`config.mk`:
```
export PLATFORM = sky130hd
export DESIGN_NAME = motion_compensation_stream
export DESIGN_NICKNAME = d
export VERILOG_FILES = /design/src/rtl/motion_compensation_stream_pkg.sv /design/src/rtl/motion_compensation_stream_coord_clamp.sv /design/src/rtl/motion_compensation_stream.sv
export SDC_FILE = /design/constraint.sdc
export NUM_CORES = 1
export LEC_CHECK = 0
export BUFFER_PORTS_ARGS = -buffer_cell sky130_fd_sc_hd__clkbuf_2
export CORE_MARGIN = 1.5
export CORE_UTILIZATION = 41
export DETAILED_ROUTE_END_ITERATION = 16
export PLACE_DENSITY = 0.65
export SKIP_CTS_REPAIR_TIMING = 1
export SLEW_MARGIN = 10
export SYNTH_ARGS = -nofsm -noshare
export SYNTH_HDL_FRONTEND = slang
export SYNTH_SLANG_ARGS = --single-unit
```
`constraint.sdc`:
```
create_clock -name clk -period 5.2 [get_ports clk]
set_clock_uncertainty 0.2 [all_clocks]
set_input_delay 0.26 -clock clk [delete_from_list [all_inputs] [get_ports clk]]
set_output_delay 0.26 -clock clk [all_outputs]
set_load 0.05 [all_outputs]
```
`src/rtl/motion_compensation_stream_pkg.sv`:
```
// mc_pkg: shared types and width helpers for motion_compensation_stream.
//   mc_state_e - block-processing FSM states
//   res_w()    - residual width (one sign bit over a pixel)
//   sad_w()    - SAD accumulator width for an MB x MB block
//   max3()     - widest of three coordinate widths
package mc_pkg;

  typedef enum logic [2:0] {
    ST_IDLE,
    ST_FETCH,
    ST_DRAIN,
    ST_EMIT,
    ST_DONE
  } mc_state_e;

  function automatic int res_w(input int pixel_width);
    return pixel_width + 1;
  endfunction

  function automatic int sad_w(input int pixel_width, input int mb_size);
    return pixel_width + 2 * $clog2(mb_size);
  endfunction

  function automatic int max3(input int a, input int b, input int c);
    int m;
    m = (a > b) ? a : b;
    return (m > c) ? m : c;
  endfunction

endpackage

```
`src/rtl/motion_compensation_stream_coord_clamp.sv`:
```
// mc_coord_clamp: clamps a two's-complement coordinate sum into [0, MAX_VAL].
//   sum   in  SUM_W  two's-complement coordinate (origin + MV + offset)
//   coord out OUT_W  clamped unsigned coordinate (edge replication)
module mc_coord_clamp #(
  parameter int SUM_W   = 10,
  parameter int OUT_W   = 3,
  parameter int MAX_VAL = 7
) (
  input  logic [SUM_W-1:0] sum,
  output logic [OUT_W-1:0] coord
);

  localparam logic [SUM_W-1:0] MAX_S = SUM_W'(MAX_VAL);

  always_comb begin
    coord = sum[OUT_W-1:0];
    if (sum[SUM_W-1]) begin
      coord = '0;
    end else if ($signed(sum) > $signed(MAX_S)) begin
      coord = MAX_S[OUT_W-1:0];
    end
  end

endmodule

```
`src/rtl/motion_compensation_stream.sv`:
```
// motion_compensation_stream: row-by-row motion-compensated residual engine.
// Fetches each predicted row from an external reference frame (1-cycle read
// latency), subtracts it from the current block and streams signed residual
// rows with valid/ready handshake, accumulating the block SAD.
//   start/mb_x/mb_y/mv_x/mv_y/curr_mb  block request, sampled when idle
//   ref_rd_en/ref_rd_x/ref_rd_y        reference read request
//   ref_rd_data                        read data, one cycle after request
//   res_row/res_row_idx/res_valid      residual row output (res_ready input)
//   busy/done/sad                      status, completion pulse, block SAD
module motion_compensation_stream
  import mc_pkg::*;
#(
  parameter int MB_SIZE     = 4,
  parameter int PIXEL_WIDTH = 8,
  parameter int FRAME_W     = 8,
  parameter int FRAME_H     = 8,
  parameter int MV_WIDTH    = 6
) (
  input  logic                                        clk,
  input  logic                                        reset,
  input  logic                                        start,
  input  logic [$clog2(FRAME_W)-1:0]                  mb_x,
  input  logic [$clog2(FRAME_H)-1:0]                  mb_y,
  input  logic [MV_WIDTH-1:0]                         mv_x,
  input  logic [MV_WIDTH-1:0]                         mv_y,
  input  logic [MB_SIZE*MB_SIZE*PIXEL_WIDTH-1:0]      curr_mb,
  output logic                                        ref_rd_en,
  output logic [$clog2(FRAME_W)-1:0]                  ref_rd_x,
  output logic [$clog2(FRAME_H)-1:0]                  ref_rd_y,
  input  logic [PIXEL_WIDTH-1:0]                      ref_rd_data,
  output logic [MB_SIZE*res_w(PIXEL_WIDTH)-1:0]       res_row,
  output logic [$clog2(MB_SIZE)-1:0]                  res_row_idx,
  output logic                                        res_valid,
  input  logic                                        res_ready,
  output logic                                        busy,
  output logic                                        done,
  output logic [sad_w(PIXEL_WIDTH, MB_SIZE)-1:0]      sad
);

  localparam int XW    = $clog2(FRAME_W);
  localparam int YW    = $clog2(FRAME_H);
  localparam int RW    = $clog2(MB_SIZE);
  localparam int RESW  = res_w(PIXEL_WIDTH);
  localparam int SADW  = sad_w(PIXEL_WIDTH, MB_SIZE);
  localparam int AW    = max3(XW, YW, RW);
  // Wide enough for unsigned origin + signed MV + unsigned offset without overflow.
  localparam int SUM_W = MV_WIDTH + AW + 2;
  localparam logic [RW-1:0] LAST = RW'(MB_SIZE - 1);

  mc_state_e state_q, state_d;

  logic [XW-1:0]          mb_x_q, mb_x_d;
  logic [YW-1:0]          mb_y_q, mb_y_d;
  logic [MV_WIDTH-1:0]    mv_x_q, mv_x_d;
  logic [MV_WIDTH-1:0]    mv_y_q, mv_y_d;
  logic [PIXEL_WIDTH-1:0] curr_q [MB_SIZE][MB_SIZE];
  logic [PIXEL_WIDTH-1:0] curr_d [MB_SIZE][MB_SIZE];
  logic [RW-1:0]          col_q, col_d;
  logic [RW-1:0]          row_q, row_d;
  logic                   cap_en_q, cap_en_d;
  logic [RW-1:0]          cap_col_q, cap_col_d;
  logic [RESW-1:0]        res_q [MB_SIZE];
  logic [RESW-1:0]        res_d [MB_SIZE];
  logic [SADW-1:0]        sad_q, sad_d;

  logic [SUM_W-1:0]       sum_x, sum_y;
  logic [XW-1:0]          clamp_x;
  logic [YW-1:0]          clamp_y;
  logic [RESW-1:0]        diff;
  logic [RESW-1:0]        abs_diff;

  // Address generation: column offset for x, row offset for y.
  always_comb begin
    sum_x = {{(SUM_W-XW){1'b0}}, mb_x_q}
          + {{(SUM_W-MV_WIDTH){mv_x_q[MV_WIDTH-1]}}, mv_x_q}
          + {{(SUM_W-RW){1'b0}}, col_q};
    sum_y = {{(SUM_W-YW){1'b0}}, mb_y_q}
          + {{(SUM_W-MV_WIDTH){mv_y_q[MV_WIDTH-1]}}, mv_y_q}
          + {{(SUM_W-RW){1'b0}}, row_q};
  end

  mc_coord_clamp #(
    .SUM_W  (SUM_W),
    .OUT_W  (XW),
    .MAX_VAL(FRAME_W - 1)
  ) u_clamp_x (
    .sum  (sum_x),
    .coord(clamp_x)
  );

  mc_coord_clamp #(
    .SUM_W  (SUM_W),
    .OUT_W  (YW),
    .MAX_VAL(FRAME_H - 1)
  ) u_clamp_y (
    .sum  (sum_y),
    .coord(clamp_y)
  );

  // Residual of the pixel whose reference data arrives this cycle.
  always_comb begin
    diff     = {1'b0, curr_q[row_q][cap_col_q]} - {1'b0, ref_rd_data};
    abs_diff = diff[RESW-1] ? (~diff + 1'b1) : diff;
  end

  always_comb begin
    state_d   = state_q;
    mb_x_d    = mb_x_q;
    mb_y_d    = mb_y_q;
    mv_x_d    = mv_x_q;
    mv_y_d    = mv_y_q;
    curr_d    = curr_q;
    col_d     = col_q;
    row_d     = row_q;
    res_d     = res_q;
    sad_d     = sad_q;
    ref_rd_en = 1'b0;
    res_valid = 1'b0;
    busy      = 1'b1;
    done      = 1'b0;

    // Read data lags the request by one cycle, so capture runs one column
    // behind the address counter (the last column lands in DRAIN).
    if (cap_en_q) begin
      res_d[cap_col_q] = diff;
      sad_d            = sad_q + SADW'(abs_diff);
    end

    unique case (state_q)
      ST_IDLE: begin
        busy = 1'b0;
        if (start) begin
          state_d = ST_FETCH;
          mb_x_d  = mb_x;
          mb_y_d  = mb_y;
          mv_x_d  = mv_x;
          mv_y_d  = mv_y;
          col_d   = '0;
          row_d   = '0;
          sad_d   = '0;
          for (int unsigned r = 0; r < MB_SIZE; r++) begin
            for (int unsigned c = 0; c < MB_SIZE; c++) begin
              curr_d[r][c] = curr_mb[(r*MB_SIZE + c)*PIXEL_WIDTH +: PIXEL_WIDTH];
            end
          end
        end
      end
      ST_FETCH: begin
        ref_rd_en = 1'b1;
        if (col_q == LAST) begin
          col_d   = '0;
          state_d = ST_DRAIN;
        end else begin
          col_d = col_q + 1'b1;
        end
      end
      ST_DRAIN: begin
        state_d = ST_EMIT;
      end
      ST_EMIT: begin
        res_valid = 1'b1;
        if (res_ready) begin
          if (row_q == LAST) begin
            state_d = ST_DONE;
          end else begin
            row_d   = row_q + 1'b1;
            state_d = ST_FETCH;
          end
        end
      end
      ST_DONE: begin
        done    = 1'b1;
        state_d = ST_IDLE;
      end
      default: begin
        busy    = 1'b0;
        state_d = ST_IDLE;
      end
    endcase

    cap_en_d  = ref_rd_en;
    cap_col_d = col_q;
  end

  always_ff @(posedge clk) begin
    if (!reset) begin
      state_q   <= ST_IDLE;
      mb_x_q    <= '0;
      mb_y_q    <= '0;
      mv_x_q    <= '0;
      mv_y_q    <= '0;
      curr_q    <= '{default: '0};
      col_q     <= '0;
      row_q     <= '0;
      cap_en_q  <= 1'b0;
      cap_col_q <= '0;
      res_q     <= '{default: '0};
      sad_q     <= '0;
    end else begin
      state_q   <= state_d;
      mb_x_q    <= mb_x_d;
      mb_y_q    <= mb_y_d;
      mv_x_q    <= mv_x_d;
      mv_y_q    <= mv_y_d;
      curr_q    <= curr_d;
      col_q     <= col_d;
      row_q     <= row_d;
      cap_en_q  <= cap_en_d;
      cap_col_q <= cap_col_d;
      res_q     <= res_d;
      sad_q     <= sad_d;
    end
  end

  always_comb begin
    res_row = '0;
    for (int unsigned c = 0; c < MB_SIZE; c++) begin
      res_row[c*RESW +: RESW] = res_q[c];
    end
    res_row_idx = row_q;
    sad         = sad_q;
    ref_rd_x    = ref_rd_en ? clamp_x : '0;
    ref_rd_y    = ref_rd_en ? clamp_y : '0;
  end

endmodule

```
==> results of run 1 <==
per-layer routing:
metal / GRT usage, % / vias up / part of all wire [%]
met5: 0 / - / 0
met4: 5.575 / 0 / 2.7
met3: 3.256 / 50 / 4.3
met2: 33.17 / 230 / 48
met1: 27.72 / 4130 / 45
li1: - / 4459 / -
cell usage after synthesis, types with 4 or more instances:
library cell    n  area [um2]
a211oi_1        4       30.03
a21boi_0      141        1059
a21boi_1       22       165.2
a21o_1          8       60.06
a21oi_1        15       75.07
a31oi_1         4       25.02
and2_1         13       81.33
buf_2          32       160.2
clkbuf_1       37       138.9
dfxtp_1       204        4084
fa_1            8       160.2
ha_1           31       387.9
inv_1          24       90.09
mux2i_1         6       60.06
mux4_1         32       840.8
mux4_2          8       180.2
nand2_1       365        1370
nand2b_1        7       43.79
nand3_1        11       55.05
nor2_1         31       116.4
nor2b_1         5       31.28
o211a_1         8       80.08
o21ai_0        24       120.1
xnor2_1        13       113.9
xor2_1          6       52.55
worst paths after layout:
kind | from | to | slack [ns] | cells past startpoint
min | start | state_q[0] | 0.07 | 4
max reg2reg | res_row_idx[0] | sad[11] | 0.28 | 18
max | res_row_idx[0] | sad[11] | 0.28 | 18
min reg2reg | curr_q[2] | curr_q[2] | 0.25 | 2
registers in the layout, summed over array words and instances (netlist names):
register	cells
cap_col_q	2
mv_x_q	6
mv_y_q	6
mb_y_q	3
mb_x_q	3
curr_q	128
res_row_idx	2
res_row	36
state_q	3
sad	12
cap_col_d	2
cap_en_q	1
cells in the final DEF, fill, tap and decap left out, types with 5 or more instances in the layout:
master	count
nand2_1	365
clkbuf_2	216
dfxtp_1	202
dlygate4sd3_1	147
a21boi_0	141
mux4_1	32
ha_1	31
nor2_1	30
inv_1	24
buf_4	24
o21ai_0	23
clkbuf_16	23
a21boi_1	22
a21oi_1	15
xnor2_1	13
and2_1	13
nand3_1	11
a21o_1	8
mux4_2	8
o211a_1	8
fa_1	8
nand2b_1	7
clkbuf_1	7
mux2i_1	6
xor2_1	6
clkbuf_8	6
nor2b_1	5
kinds of logic (layout without fill, tap and decap cells):
| logic type | Yosys count | after routing | share of synthesized area (%) |
|---|---|---|---|
| xor gates and xnor gates | 21 | 21 | 1.984 |
| and+or+nand+nor | 456 | 456 | 18.80 |
| adders and majority gates | 39 | 39 | 5.465 |
| DFF | 204 | 204 | 40.73 |
| buffers and inverters | 99 | 456 | 4.480 |
| AOI/OAI and AO/OA | 244 | 244 | 17.76 |
| muxes | 46 | 46 | 10.78 |
per-stage QoR:
step / util [%] / hold slack [ns] / area (um2) / setup WS (ns) / cells
final: 56.43 / 0.06560 / 13640 / 0.2795 / 1790
after detailed placement: 47.05 / 0.2446 / 11370 / 0.09856 / 1600
after global placement: 47.05 / 0.2415 / 11370 / 0.1650 / 1600
after CTS: 50.27 / -0.2540 / 12150 / 0.06190 / 1642
after global routing: 56.43 / 0.06902 / 13640 / 0.0001283 / 1790
after floorplan: - / 0.1948 / 10030 / 0.09615 / 1109
tightest hold or removal path, delay by kind of cell:
family          cells  cell delay, ns
compound gates      2            0.27
buf+inv             1            0.09
simple gates        1            0.10
power by group through the flow:
stage	logic (uW)	clock network (uW)	registers, uW
floorplan	388	0	1740
detailed placement	609	0	1730
CTS	611	1680	1690
global route	769	1750	1700
finish	699	1640	1690
global placement	599	0	1730
final cells by class:
type                       instances  area, um2
fill                            2154      10530
tap                              324      405.4
clock buffer                      36      684.4
clock inverter                     6      95.09
multi-input combinational        806       5504
timing repair buffer             390       2775
sequential                       204       4089
inverter                          24      90.09
==> results.py, run 1 <==
metrics = {
    "outcome": {
        "outcome": "finished clean",
    },
    "critical_path": {
        "crit_type": "flip-flop to flip-flop",
        "critPathBufInv": 1,
        "worst_setup_path_end_kind": "flip-flop",
        "slowest_stage": "mux4_1",
        "cp_common_cell": "a21o_1",
        "critPathTopFamily": "compound AO/OA/AOI/OAI gates",
        "cp_max_fo": 8,
        "cpPeakStageDelay_ns": 0.57,
        "path_cells": "buf_4 -> mux4_1 -> mux4_2 -> fa_1 -> nand3_1 -> a21oi_1 -> o21ai_1 -> nand2b_1 -> a21o_1 -> a31oi_1 -> xnor2_1 -> ha_1 -> a21o_1 -> a21o_1 -> a221o_1 -> nand4_1 -> xor2_1 -> nor2_1",
        "worstPathArrival_ns": 5.11,
        "cp.required_ns": 5.39,
        "cp-start-kind": "flip-flop",
    },
    "logic_synthesis": {
        "syn_avg_cell_area_um2": 9.042,
        "syn_inst": 1109,
        "ys_types": 61,
        "synth_edf_count": 0,
        "synth_ff_type": "dfxtp_1",
        "yosysSeqAreaShare_pct": 40.73,
        "syn-cell-area_mm2": 0.01003,
        "synth_seq_cells": 204,
        "ys_warn_count": 0,
        "async_reset_ff_share_pct": 0,
        "synth_fp_nets": 1306,
    },
    "grt": {
        "grt_max_degree": 147,
        "grt_pass1_wl_mm": 41.44,
        "grt.total_usage_pct": 20.26,
        "globalRouteOverflowTotal": 0,
        "grt_pass1_vias": 7925,
        "antenna_found_initial": 0,
    },
    "final_layout": {
        "area_growth_pct": 36.06,
        "drive_gt1_share_pct": 20.80,
        "fin_nets": 1646,
        "n_antenna_cell": 0,
    },
    "detailed_routing": {
        "wl_per_cell_um": 15.83,
        "routed_wirelength_mm": 28.34,
        "viasPerCell": 4.955,
        "firstDrtPassIters": 5,
        "postRouteAntennaNets": 0,
        "dr_total_vias": 8869,
        "drt_iter0_drc": 558,
        "drc": 0,
    },
    "power_and_ir_drop": {
        "p_leak_uw": 0.005969,
        "total_power_uw": 4035,
        "pwr-share-seq_pct": 41.9,
        "ir_worst_vdd_v": 0.0001642,
        "p_clk_share_pct": 40.8,
        "p_sw_uw": 1060,
        "powerDensity_mw_per_mm2": 295.7,
        "cellInternalPower_uw": 2975,
        "power.share.switching_pct": 26.26,
        "power.share.combinational_pct": 17.3,
    },
    "die": {
        "ios": 218,
        "die_w_um": 159.4,
        "fp.dieH_um": 159.4,
        "core-area_mm2": 0.02418,
        "dieArea_mm2": 0.02540,
        "rows": 57,
        "start_util_pct": 41.47,
    },
    "timing": {
        "max_slew_margin_pct": 28.71,
        "finalMaxSlewViolations": 0,
        "max_freq_mhz": 203.2,
        "setup_viol_count_final": 0,
        "fin_crit_sh_pct": 94.62,
        "tightest_slew_ns": 1.069,
        "timing.final.crit_period_ns": 4.920,
        "hold_viol": 0,
        "setup_tns_ns": 0,
        "rsz0062_at_grt": "no",
    },
    "run": {
        "maxCapViolCount": 0,
    },
    "clock_network": {
        "cts_root_buffer": "clkbuf_16",
        "htree_levels": 1,
        "ctsLongestPathBuffers": 3,
        "cts_tree": "built",
        "clk_pin_slew_ns": 0.06,
        "clk_latency_ns": 0.52,
        "numCtsBuffers": 23,
        "clock-sinks": 204,
    },
    "place": {
        "place_congestion": 0.8359,
        "io_buffer_count": 217,
        "hpwl_mm": 19.40,
    },
    "min_path": {
        "hold_path.class": "primary input to flip-flop",
    },
}
No activity file was read; power rests on OpenSTA's default activity.
==> inputs of run 2 (changes only) <==
--- a/config.mk
+++ b/config.mk
@@ -14,4 +14,5 @@
 export SLEW_MARGIN = 10
 export SYNTH_ARGS = -nofsm -noshare
 export SYNTH_HDL_FRONTEND = slang
+export SYNTH_HIERARCHICAL = 1
 export SYNTH_SLANG_ARGS = --single-unit
==> run 2 against run 1 <==
Non-clock buffer count down 3. Clock power rose by 3%. Global-route usage is essentially flat. Largest power group unchanged. Sequential power about the same. Die area up 1.1%. First-iteration DRC count grew 5.2%. Sequential share of layout area shrank 0.32 points.
==> results.py, run 2 <==
metrics = {
    "timing": {
        "timing.final.crit_period_ns": 5.068,
        "setup_viol_count_final": 0,
        "fin_crit_sh_pct": 97.46,
        "finalMaxSlewViolations": 0,
        "max_freq_mhz": 197.3,
        "tightest_slew_ns": 0.9678,
        "max_slew_margin_pct": 35.48,
        "hold_viol": 0,
        "setup_tns_ns": 0,
    },
    "power_and_ir_drop": {
        "ir_worst_vdd_v": 0.0002089,
        "powerDensity_mw_per_mm2": 299.2,
        "power.share.switching_pct": 26.39,
        "pwr-share-seq_pct": 40.9,
        "p_leak_uw": 0.005933,
        "cellInternalPower_uw": 3036,
        "power.share.combinational_pct": 18.2,
        "p_clk_share_pct": 40.9,
        "p_sw_uw": 1089,
    },
    "die": {
        "start_util_pct": 41.68,
        "rows": 57,
        "fp.dieH_um": 160.2,
        "die_w_um": 160.2,
        "ios": 218,
        "dieArea_mm2": 0.02567,
        "core-area_mm2": 0.02432,
    },
    "clock_network": {
        "numCtsBuffers": 23,
        "cts_root_buffer": "clkbuf_16",
        "clk_pin_slew_ns": 0.06,
        "ctsLongestPathBuffers": 3,
        "clock-sinks": 204,
        "clk_latency_ns": 0.51,
        "cts_tree": "built",
        "htree_levels": 1,
    },
    "run": {
        "maxCapViolCount": 0,
    },
    "critical_path": {
        "worstPathArrival_ns": 5.24,
        "worst_setup_path_end_kind": "flip-flop",
        "critPathTopFamily": "compound AO/OA/AOI/OAI gates",
        "cp.required_ns": 5.38,
        "crit_type": "flip-flop to flip-flop",
        "critPathBufInv": 2,
        "cp_max_fo": 8,
        "cp-start-kind": "flip-flop",
        "path_depth": 19,
        "slowest_stage": "mux4_1",
        "path_cells": "buf_4 -> mux4_1 -> mux4_2 -> ha_1 -> a21oi_1 -> nor2b_1 -> a31oi_2 -> o21bai_1 -> a21o_1 -> mux2_2 -> ha_1 -> a21o_1 -> a21oi_2 -> a21oi_1 -> o41ai_2 -> buf_4 -> o21ai_1 -> xnor2_1 -> nor2_1",
        "cpPeakStageDelay_ns": 0.56,
        "reg2reg_depth": 19,
    },
    "outcome": {
        "outcome": "finished clean",
    },
    "final_layout": {
        "n_fill_cell": 2111,
        "layout_commonest_cell": "nand2_1",
        "area_growth_pct": 36.03,
        "final_cell_area_mm2": 0.01379,
        "final_cell_mix": "nand2_1, clkbuf_2, dfxtp_1",
        "largest_register_ff_count": 128,
        "regMostFlops": "curr_q",
        "drive_gt1_share_pct": 21.87,
        "fin_nets": 1668,
        "n_antenna_cell": 0,
    },
    "grt": {
        "grt_pass1_wl_mm": 41.48,
        "globalRouteOverflowTotal": 0,
        "antenna_found_initial": 0,
        "grt_pass1_vias": 7970,
        "grt_max_degree": 147,
        "grt.total_usage_pct": 20.22,
    },
    "detailed_routing": {
        "firstDrtPassIters": 4,
        "routed_wirelength_mm": 28.77,
        "dr_total_vias": 8956,
        "postRouteAntennaNets": 0,
        "drt_iter0_drc": 587,
        "drc": 0,
        "wl_per_cell_um": 15.89,
        "viasPerCell": 4.948,
    },
    "logic_synthesis": {
        "ys_warn_count": 6,
        "synthXorXnorAreaFrac_pct": 2.654,
        "synth_top_cell_by_area": "dfxtp_1",
        "synth-simple-area-share_pct": 19.61,
        "synth_top_area_share_pct": 40.29,
        "synth.area.mux_share_pct": 10.26,
        "synth_edf_count": 0,
        "synth-compound-area-share_pct": 16.79,
        "ys_types": 56,
        "syn_inst": 1135,
        "synth.most_common_cell": "nand2_1",
        "synth_fp_nets": 1332,
        "synth_ff_type": "dfxtp_1",
        "synth_top_family_by_area": "simple AND/OR/NAND/NOR gates",
        "async_reset_ff_share_pct": 0,
        "netlist_top_cells_count": "nand2_1, dfxtp_1, a21boi_0",
        "synth_area_leaders": "dfxtp_1, nand2_1, a21boi_0, mux4_2, mux4_1",
        "synth_seq_cells": 204,
        "syn_avg_cell_area_um2": 8.930,
        "yosysSeqAreaShare_pct": 40.29,
        "syn-cell-area_mm2": 0.01014,
        "synthAdderAreaFrac_pct": 5.407,
    },
    "place": {
        "io_buffer_count": 217,
        "placedInstanceArea_mm2": 0.01146,
        "hpwl_mm": 19.12,
        "place_congestion": 0.8203,
    },
    "min_path": {
        "hold_path.class": "primary input to flip-flop",
        "hold_depth": 4,
    },
}
==> run 2: cell types whose count changed in the layout (fill, tap and decap cells not counted), moves of 9 or more <==
cell / previous run / this run
a21boi_0: 141 / 132
and2_1: 13 / 27
inv_1: 24 / 36
mux4_1: 32 / 18
mux4_2: 8 / 22
nand2_1: 365 / 348
nor2_1: 30 / 44
xnor2_1: 13 / 23
==> run 2: kinds of logic after synthesis <==
family          count (synthesis)
simple gates                  466
buf+inv                       113
flops                         204
compound gates                237
mux                            47
fa+ha+maj                      39
xor+xnor                       29
==> run 2: worst paths after layout <==
check / startpoint / to / slack (ns)
worst max-delay path: res_row_idx[1] / sad[9] / 0.13
worst min-delay path: start / state_q[0] / 0.06
worst max register to register: res_row_idx[1] / sad[9] / 0.13
worst min register to register: curr_q[20] / curr_q[20] / 0.25
==> run 2: power by group through the flow <==
stage	clock, uW	combinational [uW]	sequential [uW]
6_report	1690	749	1690
5_1_grt	1790	820	1700
4_1_cts	1720	643	1690
3_5_place_dp	0	640	1720
3_3_place_gp	0	629	1720
2_1_floorplan	0	417	1740
==> run 2: worst register-to-register path, cell delays in order, from the launching register on <==
cell,delay [ns]
dfxtp_4,0.41
buf_4,0.19
mux4_1,0.56
mux4_2,0.50
ha_1,0.37
a21oi_1,0.09
nor2b_1,0.25
a31oi_2,0.15
o21bai_1,0.15
a21o_1,0.15
mux2_2,0.35
ha_1,0.29
a21o_1,0.19
a21oi_2,0.16
a21oi_1,0.12
o41ai_2,0.35
buf_4,0.18
o21ai_1,0.09
xnor2_1,0.14
nor2_1,0.05
==> run 2: cell type report <==
class                      count  area [um2]  area share [%]
clock buffer                  31       635.6           4.610
clock inverter                 9       150.1           1.089
inverter                      37       138.9           1.007
multi-input combinational    818        5599           40.61
sequential                   204        4089           29.66
tap                          324       405.4           2.940
timing repair buffer         387        2770           20.09
==> run 2: through the flow <==
step                setup WS [ns]  hold WS, ns  total power, uW  utilization, %  instances
global route             -0.05840      0.06913             4302           56.70       1810
global placement           0.1126       0.2395             2350           47.14       1620
CTS                       0.02775      -0.2409             4054           50.37       1660
floorplan                  0.1044       0.1948             2153               -       1135
detailed placement        0.04368       0.2432             2362           47.14       1620
finish                     0.1318      0.05869             4125           56.70       1810
==> run 2: routing by layer <==
metal	up-vias	share of wire, %	track usage, %
li1	4491	-	-
met1	4190	46	28.16
met2	226	48	33.32
met3	49	4.4	2.805
met4	0	2.2	4.460
met5	-	0	0
